File: config.mk
export PLATFORM = sky130hd
export DESIGN_NAME = pc_fetch_ctrl
export DESIGN_NICKNAME = d
export VERILOG_FILES = /design/src/rtl/fetch_pkg.sv /design/src/rtl/redirect_arb.sv /design/src/rtl/pc_fetch_ctrl.sv
export SDC_FILE = /design/constraint.sdc
export NUM_CORES = 1
export LEC_CHECK = 0
export BUFFER_PORTS_ARGS = -buffer_cell sky130_fd_sc_hd__buf_4
export CORE_AREA = 5 5 112 167
export CTS_BUF_LIST = sky130_fd_sc_hd__clkbuf_16
export CTS_CLUSTER_SIZE = 10
export DETAILED_ROUTE_END_ITERATION = 12
export DIE_AREA = 0 0 117 172
export HOLD_SLACK_MARGIN = 0.05
export PLACE_DENSITY = 0.73
export SLEW_MARGIN = 20
export SYNTH_ARGS = -nofsm -noshare
export SYNTH_HDL_FRONTEND = slang
export SYNTH_HIERARCHICAL = 1
export SYNTH_SLANG_ARGS = --single-unit
File: constraint.sdc
create_clock -name clk -period 2.75 [get_ports clk]
set_clock_uncertainty 0.05 [all_clocks]
set_input_delay 0.275 -clock clk [delete_from_list [all_inputs] [get_ports clk]]
set_output_delay 0.275 -clock clk [all_outputs]
set_load 0.02 [all_outputs]
File: src/rtl/fetch_pkg.sv
// Shared types and constants for the instruction-fetch front end.
// Latency: n/a (declarations only).
// Backpressure: n/a.
package fetch_pkg;

    typedef enum logic [1:0] {
        IDLE  = 2'd0,
        FETCH = 2'd1,
        DRAIN = 2'd2,
        HOLD  = 2'd3
    } fetch_state_t;

    localparam int          PC_INCR          = 4;
    localparam logic [31:0] RESET_PC_DEFAULT = 32'h0000_0000;

endpackage

File: src/rtl/redirect_arb.sv
// Fixed-priority redirect select: trap > branch > jump.
// Latency: combinational, zero cycles.
// Backpressure: none; the consumer decides whether to accept the redirect.
//
// Ports:
//   trap_valid/trap_vector, branch_taken/branch_target, jump_valid/jump_target : requests
//   redirect_valid/redirect_target : winning request, if any
module redirect_arb #(
    parameter int XLEN = 32
) (
    input  logic            trap_valid,
    input  logic [XLEN-1:0] trap_vector,
    input  logic            branch_taken,
    input  logic [XLEN-1:0] branch_target,
    input  logic            jump_valid,
    input  logic [XLEN-1:0] jump_target,
    output logic            redirect_valid,
    output logic [XLEN-1:0] redirect_target
);

    always_comb begin
        redirect_valid  = 1'b0;
        redirect_target = '0;
        if (trap_valid) begin
            redirect_valid  = 1'b1;
            redirect_target = trap_vector;
        end else if (branch_taken) begin
            redirect_valid  = 1'b1;
            redirect_target = branch_target;
        end else if (jump_valid) begin
            redirect_valid  = 1'b1;
            redirect_target = jump_target;
        end
    end

endmodule

File: src/rtl/pc_fetch_ctrl.sv
// PC owner and fetch sequencer: one outstanding imem request, one-entry output buffer to decode.
// Latency: first request 1 cycle after reset release; if_valid 1 cycle after imem_ack.
// Backpressure: holds the fetched instruction while if_ready is low; no new fetch until accepted.
//
// Ports:
//   clk, reset_n (async active-low)
//   imem_req/imem_addr/imem_ack/imem_rdata : instruction memory handshake
//   if_valid/if_ready/if_instr/if_pc       : decode handshake
//   trap/branch/jump valid + target        : redirect requests
//   align_err                              : misaligned redirect pulse
// Optional feature macro: PC_ALIGN_CHECK_EN (force redirect targets to 4-byte alignment
// and pulse align_err); when undefined targets pass through and align_err is 0.
module pc_fetch_ctrl
    import fetch_pkg::*;
#(
    parameter int              XLEN     = 32,
    parameter logic [XLEN-1:0] RESET_PC = XLEN'(RESET_PC_DEFAULT)
) (
    input  logic            clk,
    input  logic            reset_n,
    output logic            imem_req,
    output logic [XLEN-1:0] imem_addr,
    input  logic            imem_ack,
    input  logic [XLEN-1:0] imem_rdata,
    output logic            if_valid,
    input  logic            if_ready,
    output logic [XLEN-1:0] if_instr,
    output logic [XLEN-1:0] if_pc,
    input  logic            trap_valid,
    input  logic [XLEN-1:0] trap_vector,
    input  logic            branch_taken,
    input  logic [XLEN-1:0] branch_target,
    input  logic            jump_valid,
    input  logic [XLEN-1:0] jump_target,
    output logic            align_err
);

    fetch_state_t    state_q, state_d;
    logic [XLEN-1:0] pc_q, pc_d;
    logic            capture;
    logic            redirect_valid;
    logic [XLEN-1:0] redirect_target;
    logic            redir;
    logic [XLEN-1:0] redir_pc;

    redirect_arb #(.XLEN(XLEN)) u_arb (
        .trap_valid      (trap_valid),
        .trap_vector     (trap_vector),
        .branch_taken    (branch_taken),
        .branch_target   (branch_target),
        .jump_valid      (jump_valid),
        .jump_target     (jump_target),
        .redirect_valid  (redirect_valid),
        .redirect_target (redirect_target)
    );

    // Redirects are ignored in IDLE so nothing leaks in while coming out of reset.
    assign redir = redirect_valid && (state_q != IDLE);

`ifdef PC_ALIGN_CHECK_EN
    assign redir_pc = {redirect_target[XLEN-1:2], 2'b00};
`else
    assign redir_pc = redirect_target;
`endif

    always_comb begin
        state_d = state_q;
        pc_d    = pc_q;
        capture = 1'b0;
        case (state_q)
            IDLE: state_d = FETCH;
            FETCH: begin
                if (redir) begin
                    // Without an ack the request is still outstanding and must be drained.
                    pc_d    = redir_pc;
                    state_d = imem_ack ? FETCH : DRAIN;
                end else if (imem_ack) begin
                    capture = 1'b1;
                    pc_d    = pc_q + XLEN'(PC_INCR);
                    state_d = HOLD;
                end
            end
            HOLD: begin
                if (redir) begin
                    pc_d    = redir_pc;
                    state_d = FETCH;
                end else if (if_ready) begin
                    state_d = FETCH;
                end
            end
            DRAIN: begin
                if (redir)    pc_d    = redir_pc;
                if (imem_ack) state_d = FETCH;
            end
            default: state_d = IDLE;
        endcase
    end

    // Outputs are registered from next-state so they line up with the state they describe.
    // imem_addr only moves when (re)entering FETCH, which keeps it frozen through DRAIN.
    always_ff @(posedge clk or negedge reset_n) begin
        if (!reset_n) begin
            state_q   <= IDLE;
            pc_q      <= RESET_PC;
            imem_req  <= 1'b0;
            imem_addr <= RESET_PC;
            if_valid  <= 1'b0;
            if_instr  <= '0;
            if_pc     <= '0;
        end else begin
            state_q  <= state_d;
            pc_q     <= pc_d;
            imem_req <= (state_d == FETCH) || (state_d == DRAIN);
            if_valid <= (state_d == HOLD);
            if (state_d == FETCH) imem_addr <= pc_d;
            if (capture) begin
                if_instr <= imem_rdata;
                if_pc    <= pc_q;
            end
        end
    end

`ifdef PC_ALIGN_CHECK_EN
    always_ff @(posedge clk or negedge reset_n) begin
        if (!reset_n) align_err <= 1'b0;
        else          align_err <= redir && (redirect_target[1:0] != 2'b00);
    end
`else
    assign align_err = 1'b0;
`endif

endmodule
* After elaboration in Yosys (flattened, before gate mapping)
Cells that the tools add are included.
Cells by class: eq/ne operators 6, $add $sub $neg 1, reduce and logical (&&, ||, !) cells 5, muxes and demuxes 20
Operators with widths (number):
- 32-bit two-way mux | 6
- 32-bit case mux with 2 select lines | 1
- 32-bit by 3-bit adder with 32-bit output (second input constant) | 1
- 2-bit two-way mux | 6
- 2-bit equality test (second input constant) | 4
- 2-bit case mux with 4 select lines | 1
- 1-bit two-way mux | 6
- 2-bit by 1-bit equality test with 1-bit output (second input constant) | 2
- 2-bit zero test | 1
- 2-bit nonzero test | 1
- 2-bit OR reduction | 1
- 1-bit logical AND | 1
- 1-bit logical OR | 1
Word-level totals: logic and storage cells 39, register bits after elaboration 132, input port bits 135, output and inout port bits 99

* Longest topological paths before layout
Gate-level depths: netlist of run 1.
word-level depth 8, mapped depth 13

* Modules after synthesis
Netlist of run 1, hierarchy kept.
By module, submodules not included:
- pc_fetch_ctrl | instances 1, cells an instance 499, seq. area each 3303.2 sq um, area each 5825.6 sq um
- redirect_arb | instances 1, cells an instance 147, seq. area each 0.0 sq um, area each 910.9 sq um

* Worst setup path after synthesis of run 1
Ideal clock, no wire load.
path kind input port to flip-flop, start point in jump_valid, end point reg imem_addr[22], path buffers 4, data arrival time 2.483 ns, slack 0.075 ns, library setup time 0.142 ns, cell stages on the path 13, cells stage by stage clkbuf_2 -> or3_1 -> clkbuf_1 -> nor2_1 -> nand2_1 -> o21ai_0 -> nand2_1 -> o21a_1 -> ha_1 -> clkbuf_1 -> nand2_1 -> clkbuf_1 -> o221ai_1
On the way: cells in the longest elaborated chain, start to end 7, elaborated cells on any way between the ends 14
Ends and longest elaborated chain:
- start, declared | line pc_fetch_ctrl.sv:33 | input logic jump_valid,
- 1-bit two-way mux (*) | line redirect_arb.sv:30 | end else if (jump_valid) begin
- 1-bit two-way mux (*) | line redirect_arb.sv:27 | end else if (branch_taken) begin
- 1-bit two-way mux (*) | line redirect_arb.sv:24 | if (trap_valid) begin
- net redirect_valid | line pc_fetch_ctrl.sv:41 | logic redirect_valid;
- 1-bit logical AND (*) | line pc_fetch_ctrl.sv:58 | assign redir = redirect_valid && (state_q != IDLE);
- 2-bit two-way mux, on equally long branches | line pc_fetch_ctrl.sv:84, pc_fetch_ctrl.sv:73
- 2-bit case mux with 4 select lines | line pc_fetch_ctrl.sv:70 | case (state_q)
- 2-bit by 1-bit equality test with 1-bit output | line pc_fetch_ctrl.sv:115 | if (state_d == FETCH) imem_addr <= pc_d;
- end signal, assigned | line pc_fetch_ctrl.sv:115
- end, declared | line pc_fetch_ctrl.sv:22 | output logic [XLEN-1:0] imem_addr,
The timed path passes the listed nets; every way through them passes the cells marked *. A chain may end at the register's enable or synchronous reset.

* Final worst setup path of run 1
start point reg pc_q[8], end point reg imem_addr[21]
On the way: cells in the longest elaborated chain, start to end 4
Ends and longest elaborated chain:
- start, declared | line pc_fetch_ctrl.sv:39 | logic [XLEN-1:0] pc_q, pc_d;
- start signal, assigned | line pc_fetch_ctrl.sv:112 | pc_q <= pc_d;
- 32-bit by 3-bit adder with 32-bit output | line pc_fetch_ctrl.sv:79 | pc_d = pc_q + XLEN'(PC_INCR);
- 32-bit two-way mux | line pc_fetch_ctrl.sv:77 | end else if (imem_ack) begin
- 32-bit two-way mux | line pc_fetch_ctrl.sv:73 | if (redir) begin
- 32-bit case mux with 2 select lines | line pc_fetch_ctrl.sv:70
- net pc_d[21] | line pc_fetch_ctrl.sv:39
The timed path passes the listed nets, and every way through them passes these cells.

==> metrics.csv, run 1 <==
stage,metric,value,unit
setup_path,ff2ff_path_depth,5,
timing,slew_violations,0,
floorplanning,rows,59,
setup_path,worst_ep_arrival_time,2.54,ns
global_routing,grt-busiest-layer,met2,
pwr,leakage,4.31,nW
routing,vias_per_cell,5.28,
pwr,peakVddDrop,0.000577,V
setup_path,r2r_start,pc_q[8],
global_routing,grt_max_degree,65,
clock_network,cts.clk_slew.worst_paths,0.06,ns
floorplanning,die_w,117,um
routing,drc,0,
synth,synth_area_leaders,"dfrtp_1 49%, mux2_2 11%, a21oi_1 6.5%",
synth,synth_cell_types,51,
timing,hold_viol_final,0,
global_routing,gr-usage-met1,22.7,%
worst_hold_path,worstHoldPathCells,2,
clock_network,cts-buffers-inserted,17,
floorplanning,coreArea,17100,um2
pwr,power,9.42,mW
clock_network,cts_setup_buffers,0,
synth,syn_area,6740,um2
synth,yosys.area.top_type,dfrtp_1,
global_routing,grt.overflow.total,0,
synth,synth-seq-cells,132,
synth,synth_top_family_by_area,simple AND/OR/NAND/NOR gates,
synth,synth_xor_area_share,2.99,%
finish,final_nets,1038,
timing,period_share,83.3,%
synth,synth.mux.area_fraction,12.5,%
synth,synth_fa_ha_area_share,0.557,%
placement,port_buffers,232,
timing,rsz0062_at_grt,false,
synth,yosys.cell_count.top_type,dfrtp_1,
timing,max_freq,437,MHz
setup_path,cp-start-kind,flip-flop,
global_routing,antenna_found_initial,0,
timing,worst_pin_slew,0.902,ns
floorplanning,die_h,172,um
setup_path,cp.required,3.00,ns
flow_run,max_cap_viol_count,0,
setup_path,worstPathCellList,nand4_2 > nor3_4 > a41oi_1 > a221o_1 > mux2_2,
setup_path,end_kind,flip-flop,
setup_path,worstReg2RegEnd,imem_addr[21],
synth,syn_avg_cell_area,10.4,um2
status,status,"finished, final reports clean",
clock_network,cts.sinks,132,
timing,setup_tns,0,ns
setup_path,reg2reg_slack,0.46,ns
setup_path,worstPathMaxFanout,15,
finish,drive_above_1_share,39.1,%
floorplanning,start_util,39.3,%
floorplanning,die-area,20100,um2
setup_path,worst_path_largest_cell_delay,0.58,ns
timing,layout_min_cycle_time,2.29,ns
global_routing,gr-usage-met2,40.5,%
global_routing,gr-usage-met3,4.90,%
timing,setup_viol,0,
setup_path,path_class,reg2reg,
worst_hold_path,hp-class,in2reg,
routing,vias,5950,
routing,ant_nets,0,
worst_hold_path,hold_path_end,state_q[0],
synth,synthFlopType,dfrtp_1,
synth,syn-num-nets,784,
synth,synthTopCellsByCount,"132 x dfrtp_1, 88 x a21oi_1, 67 x mux2_2, 46 x nor2_1, 39 x nor2b_1",
clock_network,clk_latency,0.41,ns
placement,hpwl,16.0,mm
pwr,power.density,981,nW/um2
synth,async_reset_ff_share,100,%
placement,place_ws,0.360,ns
routing,dr.pass1.iters,5,
synth,yosysSeqAreaShare,49.0,%
synth,synthCells,646,
clock_network,root_buffer,clkbuf_16,
worst_hold_path,min_from,imem_ack,
routing,post_drt_wl_per_cell,19.2,um
clock_network,htreeDepth,4,
finish,final_cells,1126,
setup_path,cpMaxStageDelayCell,nor3_4,
clock_network,clock_path_buffers,2,
finish,areaGrowthSynthToFinish,42.6,%
synth,synth_simple_gate_area_share,17.8,%
synth,synth_edf_count,0,
placement,post-place-cells,1061,
global_routing,grt_pass1_vias,5977,
finish,antenna_cells,0,
floorplanning,num_io_pins,234,
placement,finalWeightedCongestion,0.862,
timing,slew-limit-headroom,39.6,%
clock_network,cts_tree,yes,
synth,yosysTopAreaCellShare,49.0,%
timing,fin_ws,0.460,ns
synth,synth_compound_area_share,12.0,%
synth,yosysWarnings,6,
routing,drtIter0Drc,423,
global_routing,grt_first_pass_wirelength,32.5,mm
setup_path,setup.worst_path.start,pc_q[8],
global_routing,grt_usage,21.4,%
routing,drt-total-wl,21.6,mm
per-stage QoR:
step / hold slack [ns] / area, um2 / utilization, %
floorplan: -0.0706 / 6740 / -
global placement: 0.256 / 8660 / 50.6
detailed placement: 0.263 / 8660 / 50.6
CTS: 0.158 / 9600 / 56.1
global route: 0.169 / 9600 / 56.1
finish: 0.175 / 9600 / 56.1
report_power, final:
part	internal [mW]	switching [mW]	leakage, nW
clock	1.50	0.833	0.294
sequential	2.73	0.598	1.57
combinational	1.73	2.02	2.44
total	5.97	3.45	4.31
critical path, delay by kind of cell, from the launching register on:
| family | cells | cell delay, ns |
|---|---|---|
| DFF | 1 | 0.50 |
| muxes | 1 | 0.27 |
| and+or+nand+nor | 2 | 0.81 |
| AOI/OAI and AO/OA | 2 | 0.54 |
routing by layer:
metal	share of wire, %	vias to the layer above
li1	-	2809
met1	35	2890
met2	56	222
met3	6.0	29
met4	2.7	0
met5	0	-
flip-flops by register name (all words and copies together) (netlist names):
signal	flops
imem_addr	32
state_q	2
pc_q	32
imem_req	1
if_pc	32
if_instr	32
if_valid	1
cells by family after synthesis:
family / Yosys count
XOR/XNOR: 23
adder cells (fa/ha/maj): 3
AO/OA/AOI/OAI: 140
flip-flops: 132
buffers and inverters: 67
AND/OR/NAND/NOR: 205
multiplexers: 75
other: 1
how the worst max path moves through the flow:
stage | cells past startpoint | endpoint | slack (ns)
after floorplan | 13 | imem_addr[22] | 0.07
after global placement | 10 | imem_addr[10] | 0.37
after detailed placement | 10 | imem_addr[14] | 0.36
after CTS | 5 | imem_addr[21] | 0.52
after global routing | 8 | imem_addr[14] | 0.39
final | 5 | imem_addr[21] | 0.46
placed cells by master (no fill, tap or decap), drive strengths merged, types with 5 or more instances in the layout:
cell,n
a21oi,89
a31oi,8
and3,5
buf,249
clkbuf,17
clkinv,7
dfrtp,132
dlygate4sd3,33
inv,21
mux2,73
nand2,18
nand3,23
nand3b,34
nand4,16
nor2,47
nor2b,39
nor3,6
o21ai,15
o221ai,14
o22ai,5
xnor2,5
xor2,18
layout make-up:
cell class / count / area, um2
flip-flops and latches: 132 / 3300
clock inverters: 15 / 188
fillers: 1521 / 7520
well taps: 213 / 267
repair buffers: 282 / 2240
clock buffers: 17 / 425
multi-input cells: 447 / 3110
inverters: 20 / 75.1
timing repair:
action	CTS	global route
hold buffers	33	0
endpoints found under the hold margin	94	0
gates resized for setup	0	0
endpoints found under the setup margin	0	0
No activity file was read; power rests on OpenSTA's default activity.
==> run 2: changes to the inputs <==
- PLACE_DENSITY: 0.73 -> 0.75
- clock period: 2.75 -> 1.9 ns (I/O delays scaled with it)
==> metrics.csv, run 2 (synthesis gave the netlist of run 1 again) <==
stage,metric,value,unit,change
status,status,"finished, final reports clean",,
flow_run,max_cap_viol_count,0,,unchanged
worst_hold_path,hp-class,in2reg,,
routing,post_drt_wl_per_cell,19.3,um,+0.20%
placement,port_buffers,232,,unchanged
timing,hold_viol_final,0,,unchanged
setup_path,path_class,reg2reg,,
setup_path,cp-start-kind,flip-flop,,
setup_path,cpMaxStageDelayCell,or4_1,,
setup_path,reg2reg_slack,0.003,ns,-0.46 ns
floorplanning,coreArea,17100,um2,unchanged
setup_path,cpMostUsedCell,buf_4,,
finish,antenna_cells,0,,unchanged
clock_network,cts.sinks,132,,unchanged
setup_path,worst_ep_arrival_time,2.17,ns,-0.37 ns
placement,post-place-cells,1106,,+4.2%
timing,period_share,99.8,%,+17 points
setup_path,crit_family,simple AND/OR/NAND/NOR gates,,
finish,final_nets,1097,,+5.7%
setup_path,ff2ff_path_depth,7,,+2
timing,layout_min_cycle_time,1.90,ns,-0.393 ns
setup_path,end_kind,flip-flop,,
timing,setup_viol,0,,unchanged
setup_path,cp.required,2.18,ns,-0.82 ns
routing,dr.pass1.iters,5,,unchanged
floorplanning,rows,59,,unchanged
routing,drt-total-wl,22.8,mm,+5.4%
global_routing,grt_pass1_vias,6254,,+4.6%
setup_path,r2r_start,pc_q[2],,
routing,vias,6318,,+6.2%
finish,areaGrowthSynthToFinish,54.2,%,
routing,drtIter0Drc,369,,-13%
timing,slew_violations,0,,unchanged
pwr,power,14.3,mW,+52%
clock_network,clk_latency,0.41,ns,about the same
floorplanning,die_w,117,um,unchanged
setup_path,worst_path_largest_cell_delay,0.40,ns,-0.18 ns
global_routing,antenna_found_initial,0,,unchanged
pwr,peakVddDrop,0.000893,V,+55%
placement,hpwl,16.4,mm,+2.7%
clock_network,cts_tree,yes,,
finish,drive_above_1_share,45.2,%,+6.1 points
setup_path,cp.depth,7,,+2
clock_network,cts-buffers-inserted,17,,unchanged
finish,final_cells,1184,,+5.2%
routing,vias_per_cell,5.34,,+0.98%
timing,hold-worst-slack,0.149,ns,-0.0257 ns
floorplanning,die-area,20100,um2,unchanged
routing,ant_nets,0,,unchanged
timing,worst_pin_slew,0.528,ns,-0.374 ns
finish,final_common_cell,buf_4,,
clock_network,cts.clk_slew.worst_paths,0.06,ns,about the same
pwr,power.density,1380,nW/um2,+41%
setup_path,worstPathMaxFanout,7,,-8
setup_path,worstPathCellList,buf_4 > nand4_4 > nor3_4 > buf_4 > nand2_1 > or4_1 > a31oi_1,,
finish,final_cell_mix,"286 x buf_4, 129 x dfrtp_1, 88 x a21oi_1",,
global_routing,grt_first_pass_wirelength,32.5,mm,-0.13%
setup_path,worstReg2RegEnd,pc_q[25],,
clock_network,clock_path_buffers,2,,unchanged
setup_path,critPathBufInv,2,,+2
floorplanning,start_util,39.3,%,unchanged
pwr,leakage,4.72,nW,+9.6%
finish,nFillCells,1366,,-10%
placement,finalWeightedCongestion,0.905,,+5.1%
setup_path,setup.worst_path.start,pc_q[2],,
floorplanning,die_h,172,um,unchanged
global_routing,grt.overflow.total,0,,unchanged
timing,slew-limit-headroom,64.8,%,+25 points
routing,drc,0,,unchanged
setup_path,critPathCapture,pc_q[25],,
timing,rsz0062_at_grt,true,,
floorplanning,num_io_pins,234,,unchanged
global_routing,grt_max_degree,65,,unchanged
global_routing,grt_usage,21.3,%,-0.12 points
clock_network,htreeDepth,4,,unchanged
timing,max_freq,527,MHz,+21%
clock_network,root_buffer,clkbuf_16,,
==> run 2: layer usage <==
| layer | track usage [%] | share of wire (%) | routed length, um | vias to the layer above |
|---|---|---|---|---|
| met5 | 0 | 0 | 0 | - |
| met1 | 22.5 | 35 | 7900 | 3078 |
| met2 | 39.2 | 54 | 12400 | 260 |
| met3 | 3.57 | 6.0 | 1370 | 60 |
| li1 | - | - | - | 2920 |
| met4 | 12.0 | 5.1 | 1160 | 0 |
==> run 2: stage by stage <==
step | setup slack (ns) | area (um2) | utilization, % | TNS (ns)
after floorplan | -0.201 | 6890 | - | -5.80
after global placement | -0.186 | 9140 | 53.4 | -13.60
after detailed placement | -0.226 | 9140 | 53.4 | -16.65
after CTS | 0.000800 | 10100 | 58.8 | 0
after global routing | -0.0677 | 10400 | 60.7 | -0.547
final | 0.00323 | 10400 | 60.7 | 0
==> run 2: power by group <==
| group | total [mW] | internal (mW) | switching (mW) |
|---|---|---|---|
| Sequential | 4.75 | 3.96 | 0.792 |
| Clock | 3.28 | 2.05 | 1.23 |
| Combinational | 6.29 | 3.04 | 3.25 |
| Total | 14.3 | 9.05 | 5.28 |
==> run 2: area by class of cell <==
class                           count  area [um2]  share of cell area (%)
Timing Repair Buffer              341        2880                    27.8
Clock inverter                     14         163                    1.57
Sequential cell                   132        3310                    31.8
Inverter                           20        75.1                   0.723
Clock buffer                       17         425                    4.10
Tap cell                          213         267                    2.57
Multi-Input combinational cell    447        3270                    31.5
==> run 2: what timing repair did <==
action | in CTS | in global routing
hold endpoints to repair | 81 | 0
setup buffers | 0 | 7
setup endpoints to repair | 15 | 61
hold buffers | 33 | 0
cloned | 0 | 7
pin swaps | 1 | 5
gates resized for setup | 2 | 24
==> run 2: worst min path at each step <==
| stage | start | endpoint | slack, ns | depth (start not counted) |
|---|---|---|---|---|
| finish | jump_target[1] | pc_q[1] | 0.15 | 5 |
| global route | imem_ack | pc_q[2] | 0.16 | 2 |
| CTS | imem_ack | pc_q[2] | 0.14 | 2 |
| detailed placement | reset_n | if_pc[2] | 0.14 | 1 |
| global placement | reset_n | if_pc[5] | 0.14 | 1 |
| floorplan | reset_n | if_instr[0] | -0.16 | 0 |
==> run 2: tightest hold or removal path, delay by kind of cell <==
family,cells,cell delay [ns]
AOI/OAI and AO/OA,1,0.09
buffers and inverters,1,0.11
and+or+nand+nor,3,0.19
==> run 3: changes to the inputs <==
- CORE_AREA: 5 5 112 167 -> 5 5 111 165
- DIE_AREA: 0 0 117 172 -> 0 0 116 170
- SYNTH_HIERARCHICAL: 1 -> default
==> metrics.csv, run 3 <==
stage,metric,value,unit,change
setup_path,end_kind,flip-flop,,
synth,yosys.cell_count.top_type,dfrtp_1,,
routing,post_drt_wl_per_cell,19.4,um,+0.73%
setup_path,cp.required,2.20,ns,+0.02 ns
synth,synth_cell_types,59,,+16%
setup_path,worst_path_largest_cell_delay,0.42,ns,+0.02 ns
synth,synthFlopType,dfrtp_1,,
synth,synthCells,612,,-5.3%
synth,yosysTopAreaCellShare,50.4,%,+1.4 points
placement,finalWeightedCongestion,0.884,,-2.3%
routing,dr.pass1.iters,5,,unchanged
synth,synth_area_leaders,"dfrtp_1 50%, mux2_2 13%, nand2_1 3.1%",,
finish,final_nets,1107,,+0.91%
clock_network,cts-buffers-inserted,17,,unchanged
pwr,power.density,1400,nW/um2,+1.8%
clock_network,cts_tree,yes,,
routing,drtIter0Drc,494,,+34%
synth,syn-num-nets,750,,-4.3%
timing,setup_viol,26,,+26
pwr,leakage,5.10,nW,+7.9%
finish,antenna_cells,0,,unchanged
synth,yosysWarnings,0,,-6
flow_run,max_cap_viol_count,0,,unchanged
routing,wl_met2,12.2,mm,-1.8%
setup_path,cpMostUsedCell,buf_4,,
status,status,"complete, but fails checks",,
floorplanning,coreArea,16700,um2,-2.5%
clock_network,clock_path_buffers,2,,unchanged
clock_network,clk_latency,0.42,ns,about the same
clock_network,htreeDepth,4,,unchanged
global_routing,grt_usage,21.8,%,+0.51 points
timing,slew_violations,0,,unchanged
timing,max_freq,504,MHz,-4.5%
global_routing,grt_first_pass_wirelength,33.6,mm,+3.5%
timing,layout_min_cycle_time,1.99,ns,+0.0889 ns
timing,hold_viol_final,0,,unchanged
synth,synth_edf_count,0,,unchanged
routing,drc,0,,unchanged
timing,rsz0062_at_grt,true,,
finish,final_common_cell,buf_4,,
setup_path,cpMaxStageDelayCell,or4_4,,
synth,yosys.area.top_type,dfrtp_1,,
routing,met3_length,1.42,mm,+3.4%
setup_path,path_class,reg2reg,,
floorplanning,die_w,116,um,-0.85%
finish,drive_above_1_share,54.2,%,+9.0 points
status,violations,setup timing,,
finish,final_cell_mix,"323 x buf_4, 132 x dfrtp_1, 63 x mux2_2",,
timing,period_share,105,%,+4.7 points
pwr,peakVddDrop,0.000673,V,-25%
routing,ant_nets,0,,unchanged
finish,fin_util,65.2,%,+4.5 points
floorplanning,die_h,170,um,-1.2%
synth,async_reset_ff_share,100,%,unchanged
timing,worst_pin_slew,0.587,ns,+0.0585 ns
synth,synth-seq-cells,132,,unchanged
routing,top_layer_used,met4,,
global_routing,grt_pass1_vias,6636,,+6.1%
floorplanning,die-area,19700,um2,-2.0%
setup_path,worstPathMaxFanout,11,,+4
synth,synthTopCellsByCount,"132 x dfrtp_1, 76 x mux2_2, 54 x nand2_1, 35 x nor2_1, 28 x o21ai_0",,
routing,drt-total-wl,23.1,mm,+1.4%
clock_network,cts.clk_slew.worst_paths,0.06,ns,about the same
finish,areaGrowthSynthToFinish,66.0,%,
placement,port_buffers,232,,unchanged
routing,vias_per_cell,5.40,,+1.2%
synth,syn_area,6550,um2,-2.7%
routing,vias,6439,,+1.9%
placement,hpwl,16.2,mm,-1.4%
clock_network,cts.sinks,132,,unchanged
global_routing,grt_max_degree,53,,-18%
timing,slew-limit-headroom,60.5,%,-4.3 points
clock_network,root_buffer,clkbuf_16,,
floorplanning,rows,58,,-1.7%
setup_path,worstPathCellList,buf_4 > and2_2 > nand4_1 > buf_4 > or4_4 > a31oi_2 > mux2_4,,
setup_path,cp-start-kind,flip-flop,,
routing,wl_met1,8.72,mm,+10%
global_routing,antenna_found_initial,0,,unchanged
global_routing,grt.overflow.total,0,,unchanged
timing,fin_ws,-0.0857,ns,-0.0889 ns
synth,yosysSeqAreaShare,50.4,%,+1.4 points
floorplanning,num_io_pins,234,,unchanged
floorplanning,start_util,39.3,%,-0.076 points
placement,place_ws,-0.277,ns,-0.0508 ns
worst_hold_path,hp-class,in2reg,,
synth,syn_avg_cell_area,10.7,um2,+2.7%
setup_path,worst_ep_arrival_time,2.29,ns,+0.12 ns
-- run 3: changes by cell type after synthesis, sizes merged, moves of 9 or more --
cell / change
nor2b: -32
nand3b: -34
o21ai: +13
nand2: +36
a22oi: +18
a221o: +9
xor2: -15
a21oi: -65
nor2: -12
nand3: -12
-- run 3: routing by layer --
metal | vias up | GRT usage (%)
met5 | - | 0
met4 | 0 | 9.99
met3 | 53 | 4.06
met2 | 293 | 38.7
met1 | 3103 | 25.1
li1 | 2990 | -
-- run 3: area by class of cell --
class | instances | area, um2
Fill cell | 1280 | 5810
Multi-Input combinational cell | 422 | 3490
Sequential cell | 132 | 3300
Timing Repair Buffer | 383 | 3160
Clock buffer | 17 | 425
Tap cell | 210 | 263
Clock inverter | 15 | 180
Inverter | 13 | 53.8
-- run 3: per-stage QoR --
stage | cells | total power [mW] | hold WS (ns) | TNS (ns) | area, um2
finish | 1192 | 15.3 | 0.0821 | -1.20 | 10900
global route | 1192 | 16.0 | 0.103 | -4.42 | 10900
CTS | 1181 | 14.7 | 0.0547 | -0.514 | 10400
detailed placement | 1103 | 11.0 | 0.122 | -6.64 | 9200
global placement | 1103 | 10.8 | 0.117 | -5.21 | 9200
floorplan | 612 | 7.82 | -0.156 | -9.72 | 6620
-- run 3: cells by family after synthesis --
group	Yosys count	share of synthesized area, %
other	1	0.0572
buffers and inverters	58	3.74
adders and majority gates	3	0.573
AOI/OAI and AO/OA	144	15.3
muxes	83	14.1
DFF	132	50.4
and+or+nand+nor	179	14.2
xor gates and xnor gates	12	1.60
-- run 3: power by group --
part / internal [mW] / leakage [nW] / switching, mW / total (mW)
Clock: 2.07 / 0.292 / 1.28 / 3.36
Combinational: 3.48 / 3.21 / 3.64 / 7.12
Sequential: 3.99 / 1.60 / 0.809 / 4.80
-- run 3: worst paths after layout --
path,start,end,slack [ns],cells past startpoint
min in group asynchronous,reset_n,imem_req,0.23,2
max in group asynchronous,reset_n,if_instr[20],0.95,3
worst max-delay path,pc_q[3],imem_addr[23],-0.09,7
worst min register to register,if_pc[17],if_pc[17],0.45,2
worst max register to register,pc_q[3],imem_addr[23],-0.09,7
worst min-delay path,trap_vector[1],pc_q[1],0.08,5
-- run 3: what timing repair did --
action	CTS	global route
cloned	0	2
gates resized for setup	36	80
setup buffers	11	10
pin swaps	17	20
hold buffers	35	0
endpoints found under the setup margin	36	45
endpoints found under the hold margin	83	0
-- run 3: worst max-delay path, delay by kind of cell, from the launching register on --
kind / cells / cell delay [ns]
AND/OR/NAND/NOR: 3 / 0.77
flip-flops: 1 / 0.39
multiplexers: 1 / 0.17
buffers and inverters: 2 / 0.37
AO/OA/AOI/OAI: 1 / 0.17
